**config.mk**
```make
export PLATFORM = sky130hd
export DESIGN_NAME = pkt_lock_mux_flat
export DESIGN_NICKNAME = d
export VERILOG_FILES = /design/src/rtl/pkt_lock_pkg.sv /design/src/rtl/pkt_lock_mux_if.sv /design/src/rtl/pkt_out_slice.sv /design/src/rtl/pkt_lock_mux.sv /design/src/flat_wrapper.sv
export SDC_FILE = /design/constraint.sdc
export NUM_CORES = 1
export LEC_CHECK = 0
export CAP_MARGIN = 20
export CORE_MARGIN = 2
export CORE_UTILIZATION = 32
export CTS_CLUSTER_SIZE = 28
export DETAILED_ROUTE_END_ITERATION = 6
export PLACE_DENSITY = 0.77
export SETUP_SLACK_MARGIN = 0.1
export SLEW_MARGIN = 20
export SYNTH_ARGS = -nofsm -noshare
export SYNTH_HDL_FRONTEND = slang
export SYNTH_SLANG_ARGS = --single-unit
```
**constraint.sdc**
```tcl
create_clock -name clk_i -period 1.5 [get_ports clk_i]
set_input_delay 0.3 -clock clk_i [delete_from_list [all_inputs] [get_ports clk_i]]
set_output_delay 0.3 -clock clk_i [all_outputs]
set_load 0.05 [all_outputs]
```
**src/rtl/pkt_lock_pkg.sv**
```systemverilog
// Shared types and helpers for the packet-locking mux.
package pkt_lock_pkg;
  localparam int MAX_NUM = 16;
  localparam int MAX_SW  = 4;

  typedef enum logic {
    IDLE = 1'b0,
    LOCK = 1'b1
  } state_t;

  // OR-reduction of set bit positions; exact for a one-hot input
  function automatic logic [MAX_SW-1:0] oh2idx(input logic [MAX_NUM-1:0] oh);
    logic [MAX_SW-1:0] idx;
    idx = '0;
    for (int i = 0; i < MAX_NUM; i++)
      if (oh[i]) idx = idx | MAX_SW'(i);
    return idx;
  endfunction
endpackage

```
**src/rtl/pkt_lock_mux_if.sv**
```systemverilog
// Source, arbiter and sink signals of the packet-locking mux.
interface pkt_lock_mux_if #(
  parameter int NUM = 4,
  parameter int DW  = 32,
  parameter int SW  = $clog2(NUM)
) ();
  logic [NUM-1:0]    s_valid_i;
  logic [NUM*DW-1:0] s_data_i;
  logic [NUM-1:0]    s_last_i;
  logic [NUM-1:0]    s_ready_o;
  logic [NUM-1:0]    arb_req_o;
  logic [NUM-1:0]    arb_gnt_i;
  logic              m_valid_o;
  logic [DW-1:0]     m_data_o;
  logic              m_last_o;
  logic [SW-1:0]     m_src_o;
  logic              m_ready_i;
  logic              err_o;

  modport slave (
    input  s_valid_i, s_data_i, s_last_i, arb_gnt_i, m_ready_i,
    output s_ready_o, arb_req_o, m_valid_o, m_data_o, m_last_o, m_src_o, err_o
  );

  modport master (
    output s_valid_i, s_data_i, s_last_i, arb_gnt_i, m_ready_i,
    input  s_ready_o, arb_req_o, m_valid_o, m_data_o, m_last_o, m_src_o, err_o
  );
endinterface

```
**src/rtl/pkt_out_slice.sv**
```systemverilog
// Single-entry valid/ready output register; refills in the same cycle it drains.
module pkt_out_slice #(
  parameter int W = 8
) (
  input  logic         clk_i,
  input  logic         rst_i,
  input  logic         in_valid,
  output logic         in_ready,
  input  logic [W-1:0] in_data,
  output logic         out_valid,
  input  logic         out_ready,
  output logic [W-1:0] out_data
);
  assign in_ready = !out_valid || out_ready;

  always_ff @(posedge clk_i or posedge rst_i) begin
    if (rst_i) begin
      out_valid <= 1'b0;
      out_data  <= '0;
    end else if (in_ready) begin
      out_valid <= in_valid;
      if (in_valid) out_data <= in_data;
    end
  end
endmodule

```
**src/rtl/pkt_lock_mux.sv**
```systemverilog
// Packet mux: locks onto one externally granted source until its last beat is accepted.
module pkt_lock_mux
  import pkt_lock_pkg::*;
#(
  parameter int NUM = 4,
  parameter int DW  = 32,
  parameter int SW  = $clog2(NUM)
) (
  input logic         clk_i,
  input logic         rst_i,
  pkt_lock_mux_if.slave bus
);
  localparam int OW = DW + 1 + SW;

  state_t         state, state_nxt;
  logic [NUM-1:0] lock, lock_nxt, cand;
  logic           err, err_nxt;
  logic           out_free, xfer, multi_gnt, m_valid;
  logic [SW-1:0]  idx;
  logic [DW-1:0]  sel_data;
  logic [OW-1:0]  out_word;

  assign idx       = SW'(oh2idx(MAX_NUM'(lock)));
  assign sel_data  = bus.s_data_i[int'(idx)*DW +: DW];
  assign cand      = bus.arb_gnt_i & bus.s_valid_i;
  assign multi_gnt = (bus.arb_gnt_i & (bus.arb_gnt_i - NUM'(1))) != '0;

  assign bus.arb_req_o = (state == IDLE) ? bus.s_valid_i : '0;
  assign bus.s_ready_o = (state == LOCK) ? (lock & {NUM{out_free}}) : '0;
  assign xfer          = |(bus.s_valid_i & bus.s_ready_o);
  assign bus.err_o     = err;

  always_ff @(posedge clk_i or posedge rst_i) begin
    if (rst_i) begin
      state <= IDLE;
      lock  <= '0;
      err   <= 1'b0;
    end else begin
      state <= state_nxt;
      lock  <= lock_nxt;
      err   <= err_nxt;
    end
  end

  always_comb begin
    state_nxt = state;
    lock_nxt  = lock;
    err_nxt   = err;
    case (state)
      IDLE: begin
        // a one-hot grant that hits a valid port makes cand equal to that grant
        if (multi_gnt) err_nxt = 1'b1;
        else if (cand != '0) begin
          lock_nxt  = cand;
          state_nxt = LOCK;
        end
      end
      LOCK: begin
        if (xfer && bus.s_last_i[idx]) begin
          lock_nxt  = '0;
          state_nxt = IDLE;
        end
      end
      default: state_nxt = IDLE;
    endcase
  end

  pkt_out_slice #(.W(OW)) u_out (
    .clk_i     (clk_i),
    .rst_i     (rst_i),
    .in_valid  (xfer),
    .in_ready  (out_free),
    .in_data   ({sel_data, bus.s_last_i[idx], idx}),
    .out_valid (m_valid),
    .out_ready (bus.m_ready_i),
    .out_data  (out_word)
  );

  assign bus.m_valid_o = m_valid;
  assign {bus.m_data_o, bus.m_last_o, bus.m_src_o} = out_word;
endmodule

```
**src/flat_wrapper.sv**
```systemverilog
// flat-port wrapper written by rule: the top's interface ports become plain ports
module pkt_lock_mux_flat import pkt_lock_pkg::*;
#(
  parameter int NUM = 4,
  parameter int DW  = 32,
  parameter int SW  = $clog2(NUM)
)
  (clk_i, rst_i, bus_s_valid_i, bus_s_data_i, bus_s_last_i, bus_arb_gnt_i, bus_m_ready_i, bus_s_ready_o, bus_arb_req_o, bus_m_valid_o, bus_m_data_o, bus_m_last_o, bus_m_src_o, bus_err_o);
  pkt_lock_mux_if #(.NUM(NUM), .DW(DW), .SW(SW)) bus_i ();
  input logic clk_i;
  input logic rst_i;
  input wire logic [$bits(bus_i.s_valid_i)-1:0] bus_s_valid_i;
  input wire logic [$bits(bus_i.s_data_i)-1:0] bus_s_data_i;
  input wire logic [$bits(bus_i.s_last_i)-1:0] bus_s_last_i;
  input wire logic [$bits(bus_i.arb_gnt_i)-1:0] bus_arb_gnt_i;
  input wire logic [$bits(bus_i.m_ready_i)-1:0] bus_m_ready_i;
  output wire logic [$bits(bus_i.s_ready_o)-1:0] bus_s_ready_o;
  output wire logic [$bits(bus_i.arb_req_o)-1:0] bus_arb_req_o;
  output wire logic [$bits(bus_i.m_valid_o)-1:0] bus_m_valid_o;
  output wire logic [$bits(bus_i.m_data_o)-1:0] bus_m_data_o;
  output wire logic [$bits(bus_i.m_last_o)-1:0] bus_m_last_o;
  output wire logic [$bits(bus_i.m_src_o)-1:0] bus_m_src_o;
  output wire logic [$bits(bus_i.err_o)-1:0] bus_err_o;
  assign bus_i.s_valid_i = bus_s_valid_i;
  assign bus_i.s_data_i = bus_s_data_i;
  assign bus_i.s_last_i = bus_s_last_i;
  assign bus_i.arb_gnt_i = bus_arb_gnt_i;
  assign bus_i.m_ready_i = bus_m_ready_i;
  assign bus_s_ready_o = bus_i.s_ready_o;
  assign bus_arb_req_o = bus_i.arb_req_o;
  assign bus_m_valid_o = bus_i.m_valid_o;
  assign bus_m_data_o = bus_i.m_data_o;
  assign bus_m_last_o = bus_i.m_last_o;
  assign bus_m_src_o = bus_i.m_src_o;
  assign bus_err_o = bus_i.err_o;
  pkt_lock_mux #(.NUM(NUM), .DW(DW), .SW(SW)) u_core (.clk_i(clk_i), .rst_i(rst_i), .bus(bus_i));
endmodule
```
* Yosys cells after proc, flatten, opt, wreduce, memory -nomap -nowiden *
Index checks and enable logic that the tools add are counted.

operators by class
  multiplexer cells = 15
  $add $sub $neg = 1
  reduce and logical (&&, ||, !) cells = 9
  $lt $le $gt $ge = 1
  shifts and indexed selects = 1
  bitwise logic cells = 5
  equal/unequal tests = 3

operator list
  kind                                                        count
  indexed part select 128 x 8 -> 32 bit                       1
  2-to-1 mux 4 bit                                            5
  bitwise AND 4 bit                                           4
  one-hot mux 4 bit (2 select lines)                          1
  nonzero test 4 bit                                          2
  != test 2 bit, second input constant                        3
  2-to-1 mux 1 bit                                            5
  2-to-1 mux 2 bit                                            2
  AND reduction 2 bit                                         2
  OR reduction 4 bit                                          1
  subtractor 4 x 1 -> 4 bit, second input constant            1
  less-than comparator 2 x 3 -> 1 bit, second input constant  1
  AND reduction 3 bit                                         1
  binary-select mux 1 bit (select 2 bit)                      1
  one-hot mux 1 bit (2 select lines)                          1
  logical AND 1 bit                                           1
  logical NOT 1 bit                                           1
  logical OR 1 bit                                            1
  inverter 1 bit                                              1

word-level totals
  output and inout port bits = 45
  bits in registers = 42
  input bits = 143

* Longest topological paths before layout *
  depth in word-level cells = 9
  mapped depth = 7

* By module *
Synthesis repeated with hierarchy kept, for this count alone.

second synthesis, totals
  cell total of the unflattened synthesis = 310
  area, all modules = 2904.0 µm²

by module, submodules not included
  module         cells an instance  instances  area each (µm²)
  pkt_out_slice  78                 1          1476.4
  pkt_lock_mux   232                1          1427.6

* Worst setup path before layout *
Ideal clock, no wire load.

  path type = flip-flop to output port
  start = register u_core.state
  end = output bus_arb_req_o[1]
  slack = -0.125 ns
  path buffers = 1
  cell stages (with the launch flop) = 3
  data required time = 1.200 ns
  arrival time = 1.325 ns
  cell sequence = dfrtp_1 clkbuf_1 nor2b_1

on the way
  cells in the longest elaborated chain, start to end = 1

ends and longest elaborated chain
  what                      line                text
  start: declaration        pkt_lock_mux.sv:15  state_t state, state_nxt;
  start signal: assignment  pkt_lock_mux.sv:39  state <= state_nxt;
  2-to-1 mux 4 bit          pkt_lock_mux.sv:28  assign bus.arb_req_o = (state == IDLE) ? bus.s_valid_i : '0;
  end: declaration          flat_wrapper.sv:18  output wire logic [$bits(bus_i.arb_req_o)-1:0] bus_arb_req_o;

No other way between the ends.

* Worst setup path after layout *
  start = register u_core.lock[1]
  end = register u_core.state

on the way
  cells in the longest elaborated chain, start to end = 8

ends and longest elaborated chain
  what                                    line                text
  start: declaration                      pkt_lock_mux.sv:16  logic [NUM-1:0] lock, lock_nxt, cand;
  start signal: assignment                pkt_lock_mux.sv:40  lock <= lock_nxt;
  2-to-1 mux 1 bit                        pkt_lock_pkg.sv:16  if (oh[i]) idx = idx | MAX_SW'(i);
  2-to-1 mux 2 bit (2 in a row)           pkt_lock_pkg.sv:16
  binary-select mux 1 bit (select 2 bit)  pkt_lock_mux.sv:59  if (xfer && bus.s_last_i[idx]) begin
  2-to-1 mux 1 bit (implied by the code)  pkt_lock_mux.sv:59
  logical AND 1 bit *                     pkt_lock_mux.sv:59
  2-to-1 mux 1 bit *                      pkt_lock_mux.sv:59
  one-hot mux 1 bit (2 select lines) *    pkt_lock_mux.sv:49  case (state)
  via u_core.state_nxt                    pkt_lock_mux.sv:15

The timed path passes the listed nets; every way through them passes the cells marked *. The select of a mux whose other input is x is not followed.
A chain may end at the register's enable or synchronous reset.

==> results.toml <==
[yosys]
syn_area_per_cell_um2 = 7.82
yosysSeqAreaShare = 0.392
synth_edf_count = 0
ys_ff_latch = 42
synth_cell_types = 29
yosysWarnings = 0
synthCells = 343
synthesis.nets = 486
synthArstFlopShare = 1.00
synth.most_common_cell = "nand2_1"
synth_top_area_cell = "dfrtp_1"
synth_area_leaders = "dfrtp_1, nand2_1, mux2_2"
synthTopCellsByCount = "nand2_1, o21ai_0, dfrtp_1"
synth_top_cell_area_share = 0.392
synth_flop_cell = "dfrtp_1"
syn_area_mm2 = 0.00268

[timing]
rsz0062_at_grt = "true"
slew_headroom = 0.794
hold_violations = 0
layout_min_cycle_time_ns = 1.68
finalSetupViolCount = 31
slew_viol_final = 0
timing.final.crit_share = 1.12
worst_pin_slew_ns = 0.309
final.setup_skew_ns = 0.00499
fmax_mhz = 596
fin_ws_ns = -0.177

[clock_tree]
insertion_delay_ns = 0.29
tritoncts = "done"
cts.reportedPaths.clkPinSlew_ns = 0.08
htreeDepth = 2
cts-buffers-inserted = 5
clockBufferDepth = 2
clkSinkCount = 42
clockRootBuffer = "clkbuf_8"

[critical_path]
timing_worst_setup_path_type = "register to register"
r2r-start = "u_core.lock[1]"
r2r_slack_ns = -0.18
crit_arrival_ns = 1.86
worstReg2RegEnd = "u_core.state"
reg2regPathDepth = 6
cp.required_ns = 1.69
path_max_fanout = 6
cp-end-kind = "register"
cp-start-kind = "register"

[run]
drv_cap = 0

[power]
ir_worst_vdd_mv = 0.968
cellLeakagePower_uw = 0.00259
pwr_density_cell_mw_per_mm2 = 2400

[floorplanning]
pin_count = 188
start_util = 0.328
core_mm2 = 0.00818
die_h_um = 95.5
die_w_um = 95.5
dieArea_mm2 = 0.00913
row_count = 33

[grt]
grt_pass1_wl_um = 15200
grt_pass1_vias = 3338
grtUsageMet3 = 0.0593
grt_overflow = 0
grt.met1_usage = 0.223
grt.busiest_layer = "met2"
grt_usage = 0.216
met2_usage = 0.419
antenna_found_initial = 0
grt_max_degree = 43

[routing]
drtIter0Drc = 141
postRouteAntennaNets = 0
vias = 3404
drc_errors = 0
viasPerCell = 5.07
firstDrtPassIters = 4
avgRoutedWirePerCell_um = 17.4
drt-total-wl_um = 11700

[finish]
nets = 708
finish.instance_area_mm2 = 0.00601
post_route_cells_drive_above_1_share = 0.346
area_growth_pct = 124
antenna_cells = 0

[run_status]
status = "complete, but fails checks"
violations = "setup timing"

[placed_design]
place_congestion = 0.824
pre_cts_ws_ns = -0.344
io_buffers = 187
post-dp-hpwl_um = 7920
dpl_cell_area_mm2 = 0.00530

[hold_path]
hp-class = "input port to asynchronous set/reset pin"
[where the power goes]
part	internal [µW]	switching (µW)
combinational	5440	5720
clock	499	386
sequential	1710	642
total	7650	6750
[worst max-delay path, stage by stage, from the launching register on]
cell	delay [ns]
dfrtp_2	0.48
or3b_1	0.42
a21oi_2	0.21
o21bai_4	0.09
buf_4	0.14
buf_4	0.13
nor2b_4	0.11
[area by class of cell]
cell class | count | area, µm²
Tap cell | 105 | 131
Multi-Input combinational cell | 270 | 1740
Inverter | 5 | 18.8
Fill cell | 571 | 2170
Timing Repair Buffer | 241 | 2960
Clock buffer | 7 | 76.3
Sequential cell | 42 | 1060
Clock inverter | 1 | 30.0
[layer usage]
metal  up-vias  wire (µm)
li1       1622          -
met1      1609       4250
met2       152       6400
met3        21        833
met4         0        225
met5         -          0
[registers in the layout (all words and copies together) (netlist names)]
name / flops
u_core.u_out.out_data: 35
u_core.u_out.out_valid: 1
u_core.state: 1
u_core.lock: 4
u_core.bus.err_o: 1
[per-stage QoR]
stage | total power (µW) | util | TNS, ns | cells | hold WS (ns)
after CTS | 12700 | 0.685 | -0.321 | 658 | 0.358
final | 14400 | 0.735 | -1.96 | 671 | 0.354
after detailed placement | 11200 | 0.648 | -12.76 | 640 | 0.537
after global routing | 15200 | 0.735 | -4.45 | 671 | 0.366
after global placement | 11000 | 0.648 | -11.22 | 640 | 0.522
after floorplan | 7140 | - | -0.384 | 343 | 0.440
[placed cells by master, fill, tap and decap left out, drive strengths merged, types with 3 or more instances in the layout]
| cell | instances |
|---|---|
| buf | 95 |
| mux2 | 33 |
| clkbuf | 11 |
| clkdlybuf4s50 | 136 |
| nor2b | 5 |
| dfrtp | 42 |
| inv | 5 |
| nand2 | 106 |
| a21oi | 3 |
| dlygate4sd2 | 5 |
| nand3 | 33 |
| and3 | 4 |
| or2 | 3 |
| o21ai | 67 |
[repair_timing]
item,in CTS,in global routing
hold buffers,0,0
gates cloned,0,7
pin swaps,5,23
gates resized for setup,43,98
setup buffers,10,7
endpoints found under the setup margin,49,49
[worst max-delay path by stage]
stage / slack [ns] / end / start / depth (start not counted)
final: -0.18 / u_core.state / u_core.lock[1] / 6
after global routing: -0.20 / u_core.state / u_core.lock[1] / 6
after CTS: -0.06 / u_core.lock[3] / u_core.lock[1] / 7
after detailed placement: -0.34 / u_core.lock[1] / bus_s_last_i[2] / 6
after global placement: -0.33 / u_core.lock[1] / bus_s_last_i[2] / 6
after floorplan: -0.12 / bus_arb_req_o[1] / u_core.state / 2
[logic make-up after synthesis]
family                 count (synthesis)  synth area share
flip-flops                            42             0.392
multiplexers                          34             0.142
AND/OR/NAND/NOR                      156             0.249
buffers and inverters                 31            0.0523
AO/OA/AOI/OAI                         80             0.164
Note: power is estimated with default switching activity, not from simulation.
